**src/rtl/hazard_fwd_ctrl.sv**
```systemverilog
// hazard_fwd_ctrl: operand-forwarding selects, load-use stall and branch
// flush control for the 5-stage RISC-V pipeline. It keeps a shadow copy of
// the EX/MEM/WB destination and result-type information.
module hazard_fwd_ctrl #(
  parameter int XLEN_REGS = 32,
  parameter int CNT_W     = 16,
  localparam int RW       = $clog2(XLEN_REGS)
) (
  input  logic             clk,
  input  logic             rst,
  input  logic [RW-1:0]    id_rs1,
  input  logic [RW-1:0]    id_rs2,
  input  logic             id_use_rs1,
  input  logic             id_use_rs2,
  input  logic [RW-1:0]    id_rd,
  input  logic             id_reg_write,
  input  logic [1:0]       id_result_src,
  input  logic             ex_pc_src,
  output logic [1:0]       fwd_a_sel,
  output logic [1:0]       fwd_b_sel,
  output logic             stall_f,
  output logic             stall_d,
  output logic             flush_d,
  output logic             flush_e,
  output logic [CNT_W-1:0] lu_stall_cnt
);

  // Result-source encodings
  localparam logic [1:0] RSRC_ALU  = 2'b00;
  localparam logic [1:0] RSRC_LOAD = 2'b01;

  // Mux select encodings
  localparam logic [1:0] SEL_REG  = 2'b00;
  localparam logic [1:0] SEL_WB   = 2'b01;
  localparam logic [1:0] SEL_MEM  = 2'b10;
  localparam logic [1:0] SEL_AUX  = 2'b11;

  logic [RW-1:0] ex_rs1, ex_rs2, ex_rd;
  logic          ex_use1, ex_use2, ex_rw;
  logic [1:0]    ex_rsrc;
  logic [RW-1:0] mem_rd;
  logic          mem_rw;
  logic [1:0]    mem_rsrc;
  logic [RW-1:0] wb_rd;
  logic          wb_rw;
  logic          lu;

  // MEM has priority over WB. A load sitting in MEM cannot be forwarded,
  // so it falls through to the WB check. x0 is never forwarded.
  function automatic logic [1:0] fwd_select(
    input logic          used,
    input logic [RW-1:0] rs,
    input logic          m_rw,
    input logic [RW-1:0] m_rd,
    input logic [1:0]    m_rsrc,
    input logic          w_rw,
    input logic [RW-1:0] w_rd
  );
    logic [1:0] sel;
    sel = SEL_REG;
    if (used && rs != '0 && m_rw && m_rd == rs && m_rsrc != RSRC_LOAD)
      sel = (m_rsrc == RSRC_ALU) ? SEL_MEM : SEL_AUX;
    else if (w_rw && w_rd == rs && rs != '0)
      sel = SEL_WB;
    return sel;
  endfunction

  // Shadow pipeline: advance MEM->WB and EX->MEM; EX takes a bubble on flush
  always_ff @(posedge clk or posedge rst) begin
    if (rst) begin
      ex_rs1   <= '0;
      ex_rs2   <= '0;
      ex_use1  <= 1'b0;
      ex_use2  <= 1'b0;
      ex_rd    <= '0;
      ex_rw    <= 1'b0;
      ex_rsrc  <= 2'b00;
      mem_rd   <= '0;
      mem_rw   <= 1'b0;
      mem_rsrc <= 2'b00;
      wb_rd    <= '0;
      wb_rw    <= 1'b0;
    end else begin
      wb_rd    <= mem_rd;
      wb_rw    <= mem_rw;
      mem_rd   <= ex_rd;
      mem_rw   <= ex_rw;
      mem_rsrc <= ex_rsrc;
      if (flush_e) begin
        ex_rs1  <= '0;
        ex_rs2  <= '0;
        ex_use1 <= 1'b0;
        ex_use2 <= 1'b0;
        ex_rd   <= '0;
        ex_rw   <= 1'b0;
        ex_rsrc <= 2'b00;
      end else begin
        ex_rs1  <= id_rs1;
        ex_rs2  <= id_rs2;
        ex_use1 <= id_use_rs1;
        ex_use2 <= id_use_rs2;
        ex_rd   <= id_rd;
        ex_rw   <= id_reg_write;
        ex_rsrc <= id_result_src;
      end
    end
  end

  // Forward selects come only from registered shadow state
  always_comb begin
    fwd_a_sel = fwd_select(ex_use1, ex_rs1, mem_rw, mem_rd, mem_rsrc, wb_rw, wb_rd);
    fwd_b_sel = fwd_select(ex_use2, ex_rs2, mem_rw, mem_rd, mem_rsrc, wb_rw, wb_rd);
  end

  // Load in EX feeding the ID instruction; a taken branch overrides the stall
  always_comb begin
    lu = ex_rw && (ex_rsrc == RSRC_LOAD) && (ex_rd != '0) &&
         ((id_use_rs1 && id_rs1 == ex_rd) || (id_use_rs2 && id_rs2 == ex_rd));
    stall_f = lu && !ex_pc_src;
    stall_d = lu && !ex_pc_src;
    flush_d = ex_pc_src;
    flush_e = ex_pc_src || lu;
  end

  // Saturating count of load-use stall cycles
  always_ff @(posedge clk or posedge rst) begin
    if (rst)
      lu_stall_cnt <= '0;
    else if (stall_d && lu_stall_cnt != {CNT_W{1'b1}})
      lu_stall_cnt <= lu_stall_cnt + CNT_W'(1);
  end

  // A load in MEM matching an EX source means a stall was missed upstream
  a_no_load_fwd_a: assert property (@(posedge clk) disable iff (rst)
    !(ex_use1 && ex_rs1 != '0 && mem_rw && mem_rsrc == RSRC_LOAD && mem_rd == ex_rs1));
  a_no_load_fwd_b: assert property (@(posedge clk) disable iff (rst)
    !(ex_use2 && ex_rs2 != '0 && mem_rw && mem_rsrc == RSRC_LOAD && mem_rd == ex_rs2));

endmodule

```
**config.mk**
```make
export PLATFORM = sky130hd
export DESIGN_NAME = hazard_fwd_ctrl
export DESIGN_NICKNAME = d
export VERILOG_FILES = /design/src/rtl/hazard_fwd_ctrl.sv
export SDC_FILE = /design/constraint.sdc
export NUM_CORES = 1
export LEC_CHECK = 0
export ABC_AREA = 0
export CORE_UTILIZATION = 46
export CTS_CLUSTER_SIZE = 10
export DETAILED_ROUTE_END_ITERATION = 8
export HOLD_SLACK_MARGIN = 0.1
export PLACE_DENSITY = 0.73
export SETUP_SLACK_MARGIN = 0.05
export SLEW_MARGIN = 25
export SYNTH_ARGS = -nofsm -noshare
export SYNTH_HDL_FRONTEND = slang
export SYNTH_SLANG_ARGS = --single-unit
```
**constraint.sdc**
```tcl
create_clock -name clk -period 2.2 [get_ports clk]
set_clock_uncertainty 0.2 [all_clocks]
set_input_delay 0.44 -clock clk [delete_from_list [all_inputs] [get_ports clk]]
set_output_delay 0.44 -clock clk [all_outputs]
set_load 0.1 [all_outputs]
```
# Yosys cells after proc, flatten, opt, wreduce, memory -nomap -nowiden
# Index checks and enable logic that the tools add are counted.
dict set report op_classes {
  addsub 1
  n_eq_ne 9
  n_mux 12
  n_reduce_logical 26
}
# operator n
set op_table {}
lappend op_table {{equality test 5 bit} 6}
lappend op_table {{logical AND 1 bit} 19}
lappend op_table {{adder 16 x 1 -> 16 bit (second input constant)} 1}
lappend op_table {{inequality test 16 bit (second input constant)} 1}
lappend op_table {{2-to-1 mux 5 bit} 3}
lappend op_table {{nonzero test 5 bit} 3}
lappend op_table {{2-to-1 mux 1 bit} 6}
lappend op_table {{2-to-1 mux 2 bit} 3}
lappend op_table {{equality test 2 x 1 -> 1 bit (second input constant)} 1}
lappend op_table {{logical NOT 2 bit} 1}
lappend op_table {{logical OR 1 bit} 2}
lappend op_table {{inequality test 2 x 1 -> 1 bit (second input constant)} 1}
lappend op_table {{logical NOT 1 bit} 1}
dict set report word_totals {
  regBits 50
  in_bits 23
  output_inout_bits 24
}

# Longest topological paths before layout
# Gate-level depths: netlist of the first run.
dict set report depth {
  word_depth 6
  depth_mapped 8
  depth_no_buf 7
}

# Worst setup path before layout of the first run
# OpenSTA, ideal clock, no wires.
dict set report synth_timing {
  path_kind {register to output}
  startpoint {register mem_rd[1]}
  endpoint {output fwd_b_sel[0]}
  arrival_time_ns 6.118
  setup_slack_ns -4.558
  path_stages_with_launch 5
  path_cell_list {dfrtp_1 -> xnor2_1 -> nand4_1 -> nor4_1 -> o21ai_0}
}
dict set report synth_via {
  elab_chain_cells 4
}
# item line_no
set synth_rtl {}
lappend synth_rtl {{start: declaration} 41} ;# logic [RW-1:0] mem_rd;
lappend synth_rtl {{start signal: assignment} 86} ;# mem_rd <= ex_rd;
lappend synth_rtl {{equality test 5 bit} 61} ;# if (used && rs != '0 && m_rw && m_rd == rs && m_rsrc != RSRC_LOAD)
lappend synth_rtl {{logical AND 1 bit (2 in series)} 61}
lappend synth_rtl {{2-to-1 mux 2 bit} 61}
lappend synth_rtl {{end: declaration} 20} ;# output logic [1:0] fwd_b_sel,
# Every way passes these cells.

# Worst setup path in the final report of the first run
dict set report layout_timing {
  startpoint {register ex_rd[3]}
  endpoint {output stall_d}
}
dict set report layout_via {
  elab_chain_cells 5
  elab_cells_between_ends 9
  classes_between {eq/ne (2); reduce/logical (7)}
}
# item line_no
set layout_rtl {}
lappend layout_rtl {{start: declaration} 38} ;# logic [RW-1:0] ex_rs1, ex_rs2, ex_rd;
lappend layout_rtl {{start signal: assignment} 102} ;# ex_rd <= id_rd;
lappend layout_rtl {{equality test 5 bit} 118} ;# ((id_use_rs1 && id_rs1 == ex_rd) || (id_use_rs2 && id_rs2 == ex_rd));
lappend layout_rtl {{logical AND 1 bit} 118}
lappend layout_rtl {{logical OR 1 bit} 118}
lappend layout_rtl {{logical AND 1 bit *} 117} ;# lu = ex_rw && (ex_rsrc == RSRC_LOAD) && (ex_rd != '0) &&
lappend layout_rtl {{logical AND 1 bit *} 120} ;# stall_d = lu && !ex_pc_src;
lappend layout_rtl {{end: declaration} 22} ;# output logic stall_d,
# Mark *: on every way between the ends. The rest lies on a longest branch, timed or not.

==> key figures, run 1 <==
Placed design
  • Pre-CTS setup slack: -585.3 ps
  • Inst Count DP: 328
  • GPL Wtd Cong: 0.8027
  • Port Buf Inserts: 46
  • DP HPWL: 3825 um

Outcome
  • Outcome: finished, violations left
  • Failing checks: setup timing

Routing
  • Initial DRC Count: 83
  • Remaining DRCs: 0
  • Via count: 1662
  • Final ANT Viol Nets: 0
  • Final WL: 4971 um
  • Vias per inst: 4.903
  • DR pass1 iterations: 4
  • Wire per inst: 14.66 um

STA
  • Fin. max-slew vios: 0
  • Final Cycle Share: 1.175
  • Max-Slew Margin vs Limit: 0.5814
  • Final Setup Violations: 7
  • Tmin final: 2586 ps
  • Worst Max-Slew Pin Slew: 621.3 ps
  • TNS Setup: -2286 ps
  • Maximum clock frequency: 386.7 MHz
  • RSZ-0062 raised after global routing: true
  • Hold Vio Cnt, Final: 0
  • Final worst slack: -386.1 ps

Setup path
  • Critical Path RT: 1560 ps
  • R2r setup slk: 0 ps
  • CP Class: reg2out
  • Critical path arrival: 1950 ps
  • CP endpoint kind: primary output
  • CP max FO: 3
  • Setup crit start kind: flip-flop

Floorplanning
  • FP Rows: 25
  • Io pins: 47
  • Die area: 0.005314 sq mm
  • Die Y: 72.90 um
  • Core area: 0.004786 sq mm
  • Die W: 72.90 um
  • Initial core utilization: 0.4831

Clock tree
  • CTS clock-pin slew for the worst setup and hold paths: 90 ps
  • Htree depth: 2
  • Clock sinks: 50
  • CTS tree: built
  • Later-pin clock latency in the skew report: 290 ps
  • Max Root-Sink Buffers: 2
  • CTS Root Cell: clkbuf_8
  • CTS Buf Count: 5

Finish
  • Final net count: 295
  • Final Non-Filler Cells: 339
  • Area delta synth->final: 55.25%
  • Final Core Density: 0.7501
  • # diodes: 0
  • Share of cells above drive strength 1: 0.4449

Yosys
  • Synth Warn #: 0
  • Largest cells by area after synthesis: dfrtp_1 54%, xnor2_1 11%, and2_1 5.7%
  • Average cell area after synthesis: 11.68 sq um
  • Synth top area share: 0.5411
  • Yosys reg bits: 50
  • Post-Synthesis Net Count: 222
  • Post-synthesis cell type count: 30
  • Syn Inst Count: 198
  • Area leader, netlist: dfrtp_1
  • Post-synthesis sequential area ratio: 0.5411
  • Synthesized area: 0.002312 sq mm

Global route
  • Initial antenna violation count: 0
  • First-pass GRT wire length: 8231 um
  • Number of global-route vias before repair: 1749
  • Largest net degree at the start of global routing: 30
  • Grt total ovfl: 0
  • Global Route Usage Sum: 0.2108

Run
  • Max Cap Viol: 0

Hold path
  • Min-Delay Path Class: reg2reg

Power
  • Total power: 1.794 mW
  • PD cells: 499.6 mW/mm^2
  • VDD IR max: 0.0003065 V
  • Leak Pwr: 1.521 nW
==> sequential cells by signal (all words and copies together) (netlist names) <==
register,count
ex_rs1,5
ex_rsrc,2
ex_use2,1
ex_rd,5
ex_rw,1
wb_rd,5
wb_rw,1
ex_use1,1
mem_rsrc,2
mem_rw,1
lu_stall_cnt,16
mem_rd,5
ex_rs2,5
==> kinds of logic (layout without fill, tap and decap cells) <==
group | Yosys count | after routing | share of synthesized area
multiplexers | 1 | 1 | 0.004870
AND/OR/NAND/NOR | 84 | 84 | 0.2278
XOR/XNOR | 45 | 45 | 0.1705
adder cells (fa/ha/maj) | 1 | 1 | 0.005410
buffers and inverters | 9 | 83 | 0.02164
flip-flops | 50 | 50 | 0.5411
AO/OA/AOI/OAI | 8 | 8 | 0.02868
==> stage by stage <==
step / area (sq um) / hold WS, ps
2_1_floorplan: 2456 / 145.4
3_3_place_gp: 3324 / 153.7
3_5_place_dp: 3324 / 159.2
4_1_cts: 3511 / 179.2
5_1_grt: 3590 / 203.0
6_report: 3590 / 175.2
==> worst max-delay path: stages (launching register included) <==
cell	delay (ps)
dfrtp_1	430
xor2_2	180
nor4_4	330
nand3_2	180
a21oi_4	160
and2_4	200
buf_12	180
==> cell usage after synthesis <==
cell type and n:
a211o_1 1, a21oi_1 2, a21oi_4 2, and2_1 21, and3_1 5, and4_1 1
buf_2 1, buf_4 2, buf_6 1, clkbuf_1 2, dfrtp_1 50, ha_1 1
inv_1 3, mux2_1 1, nand2_1 8, nand2_2 1, nand3_1 4, nand3_2 8
nand3b_1 1, nand3b_2 1, nand4_1 10, nor2_1 10, nor2b_1 1, nor3_1 3
nor4_1 5, nor4_2 2, o21ai_0 3, or4_1 3, xnor2_1 30, xor2_1 15
==> final timing paths <==
kind	to	cells after the start	from
min in group asynchronous	lu_stall_cnt[14]	2	rst
min	wb_rw	0	mem_rw
max in group asynchronous	mem_rd[3]	3	rst
min reg2reg	wb_rw	0	mem_rw
max reg2reg	lu_stall_cnt[12]	8	ex_rd[0]
max	stall_d	6	ex_rd[3]
==> timing repair <==
action                     4_1_cts  5_1_grt
setup endpoints to repair       43       23
pin swaps                       17       13
resized for setup               23       17
buffers inserted                 5        1
hold buffers                     0        0
==> final cells by class <==
| class | count | area [sq um] |
|---|---|---|
| fillers | 321 | 1196 |
| inverters | 3 | 15.01 |
| flip-flops and latches | 50 | 1272 |
| multi-input cells | 139 | 1234 |
| clock buffers | 5 | 68.82 |
| well taps | 67 | 83.83 |
| repair buffers | 72 | 894.6 |
| clock inverters | 3 | 21.27 |
==> metal layers <==
metal	vias to the layer above	GRT usage	routed length, um
met2	29	0.3801	2715
li1	820	-	-
met4	0	0.07625	126
met5	-	0	0
met3	10	0.06077	170
met1	803	0.2365	1959
==> where the power goes <==
group	switching (mW)	internal, mW
clock	0.297	0.224
combinational	0.142	0.142
sequential	0.0375	0.952
total	0.476	1.32
==> placed cells by master (no fill, tap or decap), types with 3 or more instances in the layout <==
cell type        Yosys  layout
a21oi_4              2       3
and2_1              21      20
and3_1               5       4
buf_12               0      22
buf_4                2      21
buf_6                1       7
clkbuf_8             0       5
clkdlybuf4s50_1      0      14
dfrtp_1             50      33
dfrtp_2              0      17
dlygate4sd2_1        0       6
nand2_1              8       7
nand3_1              4       4
nand3_2              8       8
nand4_1             10      10
nor2_1              10       4
nor2_2               0       4
nor4_2               2       4
nor4_4               0       3
xnor2_1             30      24
xnor2_2              0       4
xor2_1              15      14
(Power assumes the default switching activity.)
==> inputs of run 2 (changes only) <==
- CAP_MARGIN: not set -> 0
- CORE_UTILIZATION: 46 -> 40
- PLACE_DENSITY: 0.73 -> 0.64
==> key figures, run 2 (synthesized netlist as in run 1, its figures left out) <==
Setup path
  • Crit-path max cell delay: 420 ps
  • Critical path arrival: 1920 ps
  • Setup crit start kind: flip-flop
  • Crit path buf inv count: 1
  • CP Class: reg2out
  • WP depth: 6
  • R2r setup slk: -20 ps
  • Worst path top cell family by delay: simple AND/OR/NAND/NOR gates
  • Reg2reg path depth: 8
  • CP endpoint kind: primary output
  • Critical Path RT: 1560 ps
  • Slowest cell on crit path: dfrtp_1
  • Cell Chain, Critical Path: xor2_1 -> nor4_2 -> nand3_2 -> a21oi_4 -> and2_4 -> buf_12
  • CP max FO: 3

Power
  • Share of power burned in registers: 0.556
  • Switching Fraction: 0.2621
  • Clock power share: 0.292
  • Combinational power share: 0.152
  • VDD IR max: 0.0002643 V
  • PD cells: 502.4 mW/mm^2
  • NetSw: 465.6 uW
  • Int Power: 1.311 mW
  • Leak Pwr: 1.482 nW

Finish
  • Final net count: 295
  • Share of cells above drive strength 1: 0.4301
  • Largest Register: lu_stall_cnt
  • Max reg flops: 16
  • Area delta synth->final: 52.92%
  • Final Non-Filler Cells: 344
  • Most common cell after layout, fill and taps aside: dfrtp_1
  • Most frequent cells in the layout: 33 x dfrtp_1, 26 x xnor2_1, 24 x buf_4
  • Design area: 0.003536 sq mm
  • # diodes: 0
  • FILL cells: 448

Clock tree
  • Htree depth: 2
  • CTS Buf Count: 5
  • CTS Root Cell: clkbuf_8
  • CTS Hold Bufs: 0
  • Clock sinks: 50
  • Max Root-Sink Buffers: 2
  • CTS clock-pin slew for the worst setup and hold paths: 90 ps
  • CTS tree: built
  • Later-pin clock latency in the skew report: 300 ps

Routing
  • Via count: 1671
  • Final WL: 4926 um
  • Vias per inst: 4.858
  • Initial DRC Count: 48
  • Final ANT Viol Nets: 0
  • DR pass1 iterations: 4
  • Wire per inst: 14.32 um
  • Remaining DRCs: 0

Floorplanning
  • Die Y: 78.03 um
  • Core area: 0.005540 sq mm
  • Io pins: 47
  • Initial core utilization: 0.4173
  • FP Rows: 27
  • Die W: 78.03 um
  • Die area: 0.006089 sq mm

STA
  • Worst Max-Slew Pin Slew: 654.7 ps
  • Fin. max-slew vios: 0
  • Maximum clock frequency: 390.2 MHz
  • Max-Slew Margin vs Limit: 0.5589
  • TNS Setup: -2193 ps
  • Final worst slack: -363.0 ps
  • WHS: 177.8 ps
  • Final Cycle Share: 1.165
  • Final Setup Violations: 10
  • Tmin final: 2563 ps
  • RSZ-0062 raised after global routing: true
  • Hold Vio Cnt, Final: 0

Placed design
  • Pre-CTS setup slack: -555.8 ps
  • Inst Count DP: 333
  • GPL Wtd Cong: 0.7471
  • Port Buf Inserts: 46
  • DP HPWL: 3812 um
  • Area after DPL: 0.003343 sq mm

Run
  • Max Cap Viol: 0

Hold path
  • Worst hold path depth: 0
  • Min-Delay Path Class: reg2reg

Global route
  • Initial antenna violation count: 0
  • Grt total ovfl: 0
  • Number of global-route vias before repair: 1732
  • First-pass GRT wire length: 8314 um
  • Global Route Usage Sum: 0.1804
  • Largest net degree at the start of global routing: 29

Outcome
  • Failing checks: setup timing
  • Outcome: finished, violations left
[run 2: changes by cell type in the layout (fill, tap and decap cells not counted), sizes merged]
| cell | previous run | this run |
|---|---|---|
| clkinvlp | 2 | 3 |
| clkbuf | 5 | 6 |
| dlymetal6s2s | 2 | 0 |
| dlygate4sd2 | 6 | 8 |
| clkinv | 2 | 0 |
[run 2: timing repair]
| action | CTS | global route |
|---|---|---|
| setup endpoints to repair | 23 | 22 |
| gates resized for setup | 23 | 8 |
| pin swaps | 19 | 6 |
| buffers inserted | 2 | 1 |
[run 2: worst paths after layout]
path | startpoint | to
setup / recovery | ex_rd[3] | stall_d
hold / removal | mem_rw | wb_rw
setup reg to reg | ex_rd[2] | lu_stall_cnt[11]
hold reg to reg | mem_rw | wb_rw
max in group asynchronous | rst | ex_rs2[1]
min in group asynchronous | rst | lu_stall_cnt[15]
[run 2: per-stage QoR]
stage,util,power [mW]
finish,0.6382,1.777
global placement,0.6034,1.257
global route,0.6382,1.868
CTS,0.6310,1.792
floorplan,-,1.143
detailed placement,0.6034,1.260
[run 2: metal layers]
metal | global-route usage | part of all wire | vias to the layer above
li1 | - | - | 814
met1 | 0.2264 | 0.43 | 820
met2 | 0.3097 | 0.53 | 27
met3 | 0.03837 | 0.025 | 10
met4 | 0.06111 | 0.019 | 0
met5 | 0 | 0 | -
[run 2: final cells by class]
cell class                      instances  area (sq um)  share of cell area
Inverter                                3         15.01            0.004246
Clock buffer                            6         72.57             0.02052
Multi-Input combinational cell        139          1186              0.3355
Tap cell                               72         90.09             0.02548
Timing Repair Buffer                   72         884.6              0.2502
Clock inverter                          2         15.01            0.004246
Sequential cell                        50          1272              0.3599
[run 2: power by group through the flow]
| stage | Combinational, mW | Sequential [mW] | Clock, mW |
|---|---|---|---|
| floorplan | 0.135 | 1.01 | 0 |
| detailed placement | 0.258 | 1.00 | 0 |
| CTS | 0.268 | 0.986 | 0.538 |
| global placement | 0.256 | 1.00 | 0 |
| finish | 0.271 | 0.987 | 0.519 |
| global route | 0.292 | 0.992 | 0.584 |
==> inputs of run 3 (changes only) <==
- CORE_UTILIZATION: 40 -> 46
- PLACE_DENSITY: 0.64 -> 0.73
==> results of run 3 <==
Final layout, timing and power as in run 1 (identical DEF).
